--- src/rtl/vga_pkg.sv ---
// Shared types for the VGA/SRAM arbiter: access states, return tags, SRAM geometry.
// Latency: n/a (types and constants only).
// Backpressure: n/a.
package vga_pkg;

    localparam int SRAM_ADDR_W = 18;
    localparam int SRAM_DATA_W = 16;

    // What the SRAM is doing in the current access cycle
    typedef enum logic [1:0] {
        IDLE    = 2'd0,
        DISP_RD = 2'd1,
        CL_RD   = 2'd2,
        CL_WR   = 2'd3
    } access_e;

    // Which return path a captured read word belongs to
    typedef enum logic [1:0] {
        TAG_NONE = 2'd0,
        TAG_DISP = 2'd1,
        TAG_CL   = 2'd2
    } tag_e;

    // Return tag implied by the registered access state
    function automatic tag_e access_tag(input access_e st);
        case (st)
            DISP_RD: return TAG_DISP;
            CL_RD:   return TAG_CL;
            default: return TAG_NONE;
        endcase
    endfunction

endpackage

--- src/rtl/sync_fifo.sv ---
// Generic synchronous FIFO holding client requests ({we, addr, wdata}).
// Latency: pushed word is visible at dout the cycle after the push.
// Backpressure: full blocks push unless a pop frees a slot in the same cycle.
module sync_fifo #(
    parameter int WIDTH = 8,
    parameter int DEPTH = 4
) (
    input  logic                     clk,
    input  logic                     rst_n,
    input  logic                     push,
    input  logic [WIDTH-1:0]         din,
    input  logic                     pop,
    output logic [WIDTH-1:0]         dout,
    output logic                     full,
    output logic                     empty,
    output logic [$clog2(DEPTH):0]   count
);

    localparam int PW = $clog2(DEPTH);
    localparam logic [PW:0] FULL_CNT = DEPTH[PW:0];

    logic [WIDTH-1:0] r_mem [DEPTH];
    logic [PW-1:0]    r_wr_ptr;
    logic [PW-1:0]    r_rd_ptr;
    logic [PW:0]      r_count;
    logic             w_push;
    logic             w_pop;

    assign full   = (r_count == FULL_CNT);
    assign empty  = (r_count == '0);
    assign count  = r_count;
    assign dout   = r_mem[r_rd_ptr];
    assign w_pop  = pop && !empty;
    assign w_push = push && (!full || w_pop);

    // Storage array; contents need no reset because count gates visibility
    always_ff @(posedge clk) begin
        if (w_push) begin
            r_mem[r_wr_ptr] <= din;
        end
    end

    // Pointers and occupancy; pointers wrap naturally since depth is a power of two
    always_ff @(posedge clk or negedge rst_n) begin
        if (!rst_n) begin
            r_wr_ptr <= '0;
            r_rd_ptr <= '0;
            r_count  <= '0;
        end else begin
            if (w_push) r_wr_ptr <= r_wr_ptr + 1'b1;
            if (w_pop)  r_rd_ptr <= r_rd_ptr + 1'b1;
            case ({w_push, w_pop})
                2'b10:   r_count <= r_count + 1'b1;
                2'b01:   r_count <= r_count - 1'b1;
                default: r_count <= r_count;
            endcase
        end
    end

endmodule

--- src/rtl/vga_sram_arbiter.sv ---
// Time-slots the single-port SRAM between display fetches (phase 0) and a buffered client port.
// Latency: display read 2 clk from disp_req; client read >= 3 clk from acceptance.
// Backpressure: cl_ready = !full on the request FIFO; the display path is never stalled.
module vga_sram_arbiter
    import vga_pkg::*;
#(
    parameter int ADDR_W     = SRAM_ADDR_W,
    parameter int DATA_W     = SRAM_DATA_W,
    parameter int FIFO_DEPTH = 4
) (
    input  logic              clk,
    input  logic              rst_n,
    output logic              pix_phase,
    input  logic              disp_req,
    input  logic [ADDR_W-1:0] disp_addr,
    output logic [DATA_W-1:0] disp_rdata,
    output logic              disp_rvalid,
    output logic              disp_err,
    input  logic              cl_valid,
    output logic              cl_ready,
    input  logic              cl_we,
    input  logic [ADDR_W-1:0] cl_addr,
    input  logic [DATA_W-1:0] cl_wdata,
    output logic [DATA_W-1:0] cl_rdata,
    output logic              cl_rvalid,
    output logic [ADDR_W-1:0] sram_addr,
    output logic [DATA_W-1:0] sram_dq_out,
    output logic              sram_dq_oe,
    input  logic [DATA_W-1:0] sram_dq_in,
    output logic              sram_ce_n,
    output logic              sram_oe_n,
    output logic              sram_we_n,
    output logic              sram_ub_n,
    output logic              sram_lb_n
);

    localparam int FW = 1 + ADDR_W + DATA_W;
    localparam int CW = $clog2(FIFO_DEPTH) + 1;

    logic              r_phase;
    access_e           r_state;
    access_e           w_state_nxt;
    tag_e              w_tag;
    logic              w_push;
    logic              w_pop;
    logic              w_fifo_full;
    logic              w_fifo_empty;
    logic [CW-1:0]     w_fifo_cnt;
    logic [FW-1:0]     w_fifo_dout;
    logic              w_head_we;
    logic [ADDR_W-1:0] w_head_addr;
    logic [DATA_W-1:0] w_head_wdata;

    logic [ADDR_W-1:0] r_sram_addr;
    logic [DATA_W-1:0] r_sram_dq_out;
    logic              r_sram_dq_oe;
    logic              r_sram_ce_n;
    logic              r_sram_oe_n;
    logic              r_sram_we_n;
    logic [DATA_W-1:0] r_disp_rdata;
    logic              r_disp_rvalid;
    logic              r_disp_err;
    logic [DATA_W-1:0] r_cl_rdata;
    logic              r_cl_rvalid;

    assign {w_head_we, w_head_addr, w_head_wdata} = w_fifo_dout;
    assign cl_ready = !w_fifo_full;
    assign w_push   = cl_valid && !w_fifo_full;
    assign w_pop    = ((w_state_nxt == CL_RD) || (w_state_nxt == CL_WR)) && (w_fifo_cnt != '0);
    assign w_tag    = access_tag(r_state);

    sync_fifo #(
        .WIDTH (FW),
        .DEPTH (FIFO_DEPTH)
    ) u_fifo (
        .clk   (clk),
        .rst_n (rst_n),
        .push  (w_push),
        .din   ({cl_we, cl_addr, cl_wdata}),
        .pop   (w_pop),
        .dout  (w_fifo_dout),
        .full  (w_fifo_full),
        .empty (w_fifo_empty),
        .count (w_fifo_cnt)
    );

    // Slot phase: 0 = display slot, 1 = client slot
    always_ff @(posedge clk or negedge rst_n) begin
        if (!rst_n) r_phase <= 1'b0;
        else        r_phase <= ~r_phase;
    end

    // Access state register: the state is what the SRAM pins do this cycle
    always_ff @(posedge clk or negedge rst_n) begin
        if (!rst_n) r_state <= IDLE;
        else        r_state <= w_state_nxt;
    end

    // Slot decision for the next access cycle; a phase-1 display request is ignored
    always_comb begin
        w_state_nxt = IDLE;
        if (!r_phase && disp_req) begin
            w_state_nxt = DISP_RD;
        end else if (!w_fifo_empty) begin
            w_state_nxt = w_head_we ? CL_WR : CL_RD;
        end
    end

    // SRAM pin bank, loaded from the decision so pins change with the state
    always_ff @(posedge clk or negedge rst_n) begin
        if (!rst_n) begin
            r_sram_addr   <= '0;
            r_sram_dq_out <= '0;
            r_sram_dq_oe  <= 1'b0;
            r_sram_ce_n   <= 1'b1;
            r_sram_oe_n   <= 1'b1;
            r_sram_we_n   <= 1'b1;
        end else begin
            case (w_state_nxt)
                DISP_RD: begin
                    r_sram_addr  <= disp_addr;
                    r_sram_dq_oe <= 1'b0;
                    r_sram_ce_n  <= 1'b0;
                    r_sram_oe_n  <= 1'b0;
                    r_sram_we_n  <= 1'b1;
                end
                CL_RD: begin
                    r_sram_addr  <= w_head_addr;
                    r_sram_dq_oe <= 1'b0;
                    r_sram_ce_n  <= 1'b0;
                    r_sram_oe_n  <= 1'b0;
                    r_sram_we_n  <= 1'b1;
                end
                CL_WR: begin
                    r_sram_addr   <= w_head_addr;
                    r_sram_dq_out <= w_head_wdata;
                    r_sram_dq_oe  <= 1'b1;
                    r_sram_ce_n   <= 1'b0;
                    r_sram_oe_n   <= 1'b1;
                    r_sram_we_n   <= 1'b0;
                end
                default: begin
                    r_sram_dq_oe <= 1'b0;
                    r_sram_ce_n  <= 1'b1;
                    r_sram_oe_n  <= 1'b1;
                    r_sram_we_n  <= 1'b1;
                end
            endcase
        end
    end

    // Capture read data at the end of the access cycle and steer it by tag
    always_ff @(posedge clk or negedge rst_n) begin
        if (!rst_n) begin
            r_disp_rdata  <= '0;
            r_disp_rvalid <= 1'b0;
            r_cl_rdata    <= '0;
            r_cl_rvalid   <= 1'b0;
        end else begin
            r_disp_rvalid <= (w_tag == TAG_DISP);
            r_cl_rvalid   <= (w_tag == TAG_CL);
            if (w_tag == TAG_DISP) r_disp_rdata <= sram_dq_in;
            if (w_tag == TAG_CL)   r_cl_rdata   <= sram_dq_in;
        end
    end

    // Sticky flag for display requests made in the client slot
    always_ff @(posedge clk or negedge rst_n) begin
        if (!rst_n)                   r_disp_err <= 1'b0;
        else if (disp_req && r_phase) r_disp_err <= 1'b1;
    end

    assign pix_phase   = r_phase;
    assign sram_addr   = r_sram_addr;
    assign sram_dq_out = r_sram_dq_out;
    assign sram_dq_oe  = r_sram_dq_oe;
    assign sram_ce_n   = r_sram_ce_n;
    assign sram_oe_n   = r_sram_oe_n;
    assign sram_we_n   = r_sram_we_n;
    assign sram_ub_n   = r_sram_ce_n;
    assign sram_lb_n   = r_sram_ce_n;
    assign disp_rdata  = r_disp_rdata;
    assign disp_rvalid = r_disp_rvalid;
    assign disp_err    = r_disp_err;
    assign cl_rdata    = r_cl_rdata;
    assign cl_rvalid   = r_cl_rvalid;

endmodule

--- config.mk ---
export PLATFORM = sky130hd
export DESIGN_NAME = vga_sram_arbiter
export DESIGN_NICKNAME = d
export VERILOG_FILES = /design/src/rtl/vga_pkg.sv /design/src/rtl/sync_fifo.sv /design/src/rtl/vga_sram_arbiter.sv
export SDC_FILE = /design/constraint.sdc
export NUM_CORES = 1
export LEC_CHECK = 0
export ABC_CLOCK_PERIOD_IN_PS = 2200
export CAP_MARGIN = 10
export CORE_UTILIZATION = 49
export CTS_BUF_LIST = sky130_fd_sc_hd__clkbuf_8
export DETAILED_ROUTE_END_ITERATION = 8
export GPL_ROUTABILITY_DRIVEN = 1
export GPL_TIMING_DRIVEN = 0
export HOLD_SLACK_MARGIN = 0.08
export PLACE_DENSITY = 0.85
export SYNTH_ARGS = -nofsm -noshare
export SYNTH_HDL_FRONTEND = slang
export SYNTH_SLANG_ARGS = --single-unit
--- constraint.sdc ---
create_clock -name clk -period 2.2 [get_ports clk]
set_input_delay 0.66 -clock clk [delete_from_list [all_inputs] [get_ports clk]]
set_output_delay 0.66 -clock clk [all_outputs]
set_load 0.01 [all_outputs]
; After elaboration in Yosys (flattened, before gate mapping)
; Memory sizes are Yosys's and may differ from the RTL's.
; Index checks and enable logic that the tools add are counted.
[op_classes]
div = 0
n_lt_le_gt_ge = 0
n_reduce_logical = 18
mul = 0
shift = 0
eq_ne = 10
n_addsub = 4
n_bitwise = 1
muxes = 12
[op_table]
columns = op, n
row1 = $pmux 18 s2, 1
row2 = $eq 2x2->1 const B, 5
row3 = $eq 2x1->1 const B, 4
row4 = $mux 1, 7
row5 = $logic_and 1x1->1, 6
row6 = $pmux 3 s2, 1
row7 = $add 2x1->2 const B, 2
row8 = $mux 2, 2
row9 = $pmux 2 s2, 1
row10 = $reduce_bool 2->1, 2
row11 = $reduce_or 2->1, 2
row12 = $add 3x1->3 const B, 1
row13 = $eq 3x3->1 const B, 1
row14 = $logic_not 1->1, 3
row15 = $logic_not 3->1, 1
row16 = $reduce_bool 3->1, 1
row17 = $reduce_or 3->1, 1
row18 = $sub 3x1->3 const B, 1
row19 = $logic_or 1x1->1, 2
row20 = $not 1->1, 1
[word_totals]
wordCells = 62
ff_bits = 83
inputBits = 73
latch_bits = 0
ramBits = 140
mem_count = 1
romBits = 0
[mem_list]
columns = memory, words, word_bits, rd, rd_clocked_by_memory_dff, write_ports, line
row1 = u_fifo.r_mem, 4, 35, 1, 0, 1, sync_fifo.sv:22  ; logic [WIDTH-1:0] r_mem [DEPTH];

; Logic depth before layout (Yosys ltp)
; An unclocked memory read counts as a cell.
[depth]
word_depth = 12
ltp_mapped = 9
ltp_nobuf = 8

; Hierarchy
; A second synthesis with hierarchy kept.
[hier_totals]
cells_unflattened = 476
hier_area_um2 = 8787.2
[modules_own_cells]
columns = module, n_inst, area_per_inst_um2, seq_area_each_um2, cells_each
row1 = sync_fifo, 1, 5562.8, 4379.2, 237
row2 = vga_sram_arbiter, 1, 3224.3, 1905.6, 239

; Worst setup path after synthesis
; No wires, ideal clock.
[synth_path]
path_type = input to register
from = in disp_req
to = reg r_sram_dq_out[10], in the netlist sram_dq_out[10]
required_ns = 2.075
slack_ns = -0.261
setup_time_ns = 0.125
path_stages = 9
t_arrival_ns = 2.336
path_cell_list = nor2b_1 > clkbuf_1 > clkbuf_1 > a21oi_2 > inv_2 > ha_1 > buf_2 > buf_2 > mux2_4
[synth_via]
elab_chain_cells = 3
[synth_lines]
columns = element, line
row1 = from (decl), vga_sram_arbiter.sv:14  ; input logic disp_req,
row2 = $logic_and 1x1->1, vga_sram_arbiter.sv:102  ; if (!r_phase && disp_req) begin
row3 = $mux 2, vga_sram_arbiter.sv:102
row4 = via w_state_nxt[0], vga_sram_arbiter.sv:42  ; access_e w_state_nxt;
row5 = $eq 2x2->1, vga_sram_arbiter.sv:119  ; case (w_state_nxt)
row6 = to (signal assigned), vga_sram_arbiter.sv:136  ; r_sram_dq_out <= w_head_wdata;
row7 = to (decl), vga_sram_arbiter.sv:55  ; logic [DATA_W-1:0] r_sram_dq_out;
; The timed path passes the listed nets, and every way through them passes these cells.
; A chain may end at the register's enable or synchronous reset.

; Final worst setup path
[layout_path]
from = reg u_fifo.r_count[1], in the netlist u_fifo.count[1]
to = out cl_ready
[layout_via]
elab_chain_cells = 2
[layout_lines]
columns = element, line
row1 = from (decl), sync_fifo.sv:25  ; logic [PW:0] r_count;
row2 = from (signal assigned), sync_fifo.sv:53  ; 2'b10: r_count <= r_count + 1'b1;
row3 = from (signal assigned), sync_fifo.sv:54  ; 2'b01: r_count <= r_count - 1'b1;
row4 = from (signal assigned), sync_fifo.sv:55  ; default: r_count <= r_count;
row5 = $eq 3x3->1, sync_fifo.sv:29  ; assign full = (r_count == FULL_CNT);
row6 = $logic_not 1->1, vga_sram_arbiter.sv:67  ; assign cl_ready = !w_fifo_full;
row7 = to (decl), vga_sram_arbiter.sv:20  ; output logic cl_ready,
; No other way between the ends.

==> flow_summary_export.csv <==
group,metric,value,unit
clocking,cts-buffers-inserted,35,
global_routing,grt_pass1_wl,27.3,mm
global_routing,groute.usage.overall,20.1,%
sta,worstMarginPinSlew,0.617,ns
detailed_routing,drt-pass1-iter-count,5,
die,core_region_area,16800,um2
worst_setup_path,worst-r2r-setup-slack,0.08,ns
global_routing,grt_max_degree,52,
worst_setup_path,max_stage_delay,0.44,ns
synthesis,synth_ff_type,"sky130_fd_sc_hd__edfxtp_1",
synthesis,syn-cell-area,8570,um2
synthesis,number_of_distinct_library_cells_after_synthesis,34,
worst_setup_path,critical_path.n_buffers_inverters,1,
worst_setup_path,worst_path_max_delay_cell,"sky130_fd_sc_hd__or3b_4",
die,die_h,134,um
synthesis,synth-async-reset-ratio,37.2,%
sta,setup-violations-final,0,
sta,skew,0.0179,ns
place,port-buffer-count,149,
clocking,cts_num_sinks,223,
clocking,clock_slew_at_the_register_clock_pins_of_the_worst_setup_and_hold_paths,0.06,ns
die,die_w,134,um
sta,finalHoldViolCount,0,
worst_setup_path,critPathTopFamily,"simple AND/OR/NAND/NOR gates",
detailed_routing,wire_per_inst,19.5,um
place,hpwl,11.9,mm
worst_setup_path,cp_cell_sequence,"or3b_4 > buf_6",
detailed_routing,route.detailed.vias_per_inst,5.36,
detailed_routing,drt_iter0_drc,204,
cells_and_area,layout.core_utilization,67.1,%
power_and_ir_drop,power_per_standard_cell_area,1420,nW/um2
synthesis,synth-seq-cells,223,
global_routing,gr-total-overflow,0,
cells_and_area,synthToLayoutAreaGrowth,31.7,%
worst_setup_path,r2r_start,"u_fifo.count[2]",
place,gpl.final_weighted_congestion,0.905,
die,std_cell_rows,47,
sta,final.period_utilization,98.0,%
worst_setup_path,worstSetupEndpointType,"primary output",
sta,timing.final.max_slew_violations,0,
die,initial_cell_density_of_the_core,51.0,%
global_routing,grt_antenna_before_repair,0,
synthesis,synthesis.instances,448,
clocking,clock_tree.htree_level_count,2,
detailed_routing,remaining_drc_errors,0,
synthesis,synth.yosys.seq_area_share,73.3,%
sta,max_frequency,0.464,GHz
detailed_routing,vias,4757,
worst_setup_path,endpoint_of_the_lowest_slack_register_to_register_path,"sram_addr[8]",
worst_setup_path,r2r.worst_path.cells,9,
clocking,worstSkewPairLatency,0.51,ns
worst_setup_path,crit_path_from,"u_fifo.count[1]",
synthesis,syn-num-nets,529,
synthesis,synth_edf_count,140,
power_and_ir_drop,ir_worst_vdd,0.612,mV
detailed_routing,detail_route.wirelength,17.3,mm
detailed_routing,detail-route-antenna-nets,0,
hold_path,hold_class,"input pin to async pin",
cells_and_area,drive_above_1_share,27.4,%
clocking,cts.root.buffer_cell,"sky130_fd_sc_hd__clkbuf_8",
global_routing,vias_in_the_first_global_route,5121,
job,cap_violations,0,
worst_setup_path,cp-endpoint,"cl_ready",
die,top_level_ports,150,
worst_setup_path,critPathMaxFanout,6,
clocking,post_cts_hold_buffer_count,0,
worst_setup_path,crit_path_start_kind,"flop",
cells_and_area,nNetsFinal,724,
sta,final.hold.worst_slack,0.110,ns
power_and_ir_drop,power_consumption,16.0,mW
power_and_ir_drop,cellLeakagePower,4.27,nW
sta,final_period_minus_worst_setup_slack,2.15,ns
clocking,tritoncts,"done",
sta,final_setup_tns,0,ns
cells_and_area,ant_diodes,0,
clocking,ctsLongestPathBuffers,3,
worst_setup_path,setup.worst_path.class,"flop to primary output",
status,outcome,"complete, no violations",
synthesis,ys.warnings.count,0,
worst_setup_path,critical_path_arrival,1.49,ns
die,die-area,18000,um2
sta,relSlewSlack,58.7,%
worst_setup_path,worst-endpoint-required,1.54,ns
synthesis,syn_avg_cell_area,19.1,um2
worst_setup_path,critical_path_depth,2,
[power breakdown]
part	switching [mW]	internal [mW]
clock	1.50	1.92
combinational	2.63	3.54
sequential	0.550	5.85
[Yosys cell counts, types with 3 or more instances]
cell	instances	area (um2)
sky130_fd_sc_hd__dfstp_2	3	78.8
sky130_fd_sc_hd__clkbuf_1	9	33.8
sky130_fd_sc_hd__xnor2_1	5	43.8
sky130_fd_sc_hd__a31oi_1	18	113
sky130_fd_sc_hd__mux4_1	8	210
sky130_fd_sc_hd__mux2_4	17	255
sky130_fd_sc_hd__edfxtp_1	140	4200
sky130_fd_sc_hd__dfrtp_1	80	2000
sky130_fd_sc_hd__nand3_1	19	95.1
sky130_fd_sc_hd__inv_1	9	33.8
sky130_fd_sc_hd__mux2_2	33	372
sky130_fd_sc_hd__and3_1	4	25.0
sky130_fd_sc_hd__mux4_2	27	608
sky130_fd_sc_hd__ha_1	7	87.6
sky130_fd_sc_hd__o21ai_0	18	90.1
sky130_fd_sc_hd__nor2_1	19	71.3
sky130_fd_sc_hd__buf_2	10	50.1
[placed cells by master, fill, tap and decap left out, types with 4 or more instances in the layout]
cell type / n
sky130_fd_sc_hd__ha_1: 5
sky130_fd_sc_hd__mux4_2: 27
sky130_fd_sc_hd__a31oi_1: 18
sky130_fd_sc_hd__mux2_2: 33
sky130_fd_sc_hd__mux4_1: 8
sky130_fd_sc_hd__mux2_4: 17
sky130_fd_sc_hd__xnor2_1: 5
sky130_fd_sc_hd__clkinv_1: 4
sky130_fd_sc_hd__and3_2: 4
sky130_fd_sc_hd__clkdlybuf4s50_1: 141
sky130_fd_sc_hd__buf_12: 6
sky130_fd_sc_hd__nor2_1: 18
sky130_fd_sc_hd__buf_4: 14
sky130_fd_sc_hd__dfrtp_1: 77
sky130_fd_sc_hd__edfxtp_1: 140
sky130_fd_sc_hd__buf_6: 4
sky130_fd_sc_hd__dlygate4sd2_1: 6
sky130_fd_sc_hd__clkbuf_8: 45
sky130_fd_sc_hd__inv_1: 17
sky130_fd_sc_hd__o21ai_0: 18
sky130_fd_sc_hd__buf_2: 6
sky130_fd_sc_hd__nand3_1: 19
[cell families after synthesis]
| group | Yosys count | synth area share, % |
|---|---|---|
| DFF | 223 | 73.3 |
| muxes | 85 | 16.9 |
| and+or+nand+nor | 51 | 2.99 |
| AOI/OAI and AO/OA | 38 | 2.55 |
| buffers and inverters | 37 | 2.41 |
| adders and majority gates | 8 | 1.26 |
| xor gates and xnor gates | 6 | 0.613 |
[timing repair]
item                                   CTS  global route
resized for setup                       34            11
endpoints found under the hold margin    0             0
pin swaps                                1             2
setup endpoints to repair               43            29
buffers inserted                         7             1
[worst min-delay path by stage]
stage                 endpoint  slack, ns  startpoint  depth (start not counted)
4_1_cts         sram_dq_out[0]       0.11       rst_n                          1
3_3_place_gp          disp_err       0.44    disp_err                          1
3_5_place_dp          disp_err       0.45    disp_err                          1
6_report       sram_dq_out[10]       0.11       rst_n                          1
2_1_floorplan      cl_rdata[0]       0.36       rst_n                          0
5_1_grt        sram_dq_out[10]       0.14       rst_n                          1
[final cells by class]
cell class	count	area [um2]
Sequential cell	223	6290
Clock inverter	18	109
Multi-Input combinational cell	188	2130
Clock buffer	44	606
Timing Repair Buffer	162	1650
Fill cell	1086	5530
Inverter	11	46.3
Buffer	22	186
Tap cell	220	275
[sequential cells by signal, indices dropped and copies added, names as in the netlist, 2 cells and up]
name and flops:
u_fifo.r_mem 140, disp_rdata 16, sram_dq_out 16, u_fifo.r_rd_ptr 2
u_fifo.r_wr_ptr 2, r_state 2, sram_addr 18, u_fifo.count 3
cl_rdata 16
[metrics by stage]
stage                     cell area (um2)  worst slack (ns)  cells
final                               11300            0.0450    888
after global routing                11300         -0.000500    888
after CTS                           11300          0.000903    887
after detailed placement            10500            -0.951    822
after global placement              10400             -2.44    817
after floorplan                      8590           0.00665    448
[metal layers]
layer	part of all wire (%)	wire length (um)	track usage [%]	up-vias
li1	-	-	-	2136
met1	38	6640	23.5	2369
met2	51	8830	35.0	210
met3	7.6	1320	5.74	42
met4	3.0	527	8.30	0
met5	0	0	0	-
Note: power is estimated with default switching activity, not from simulation.
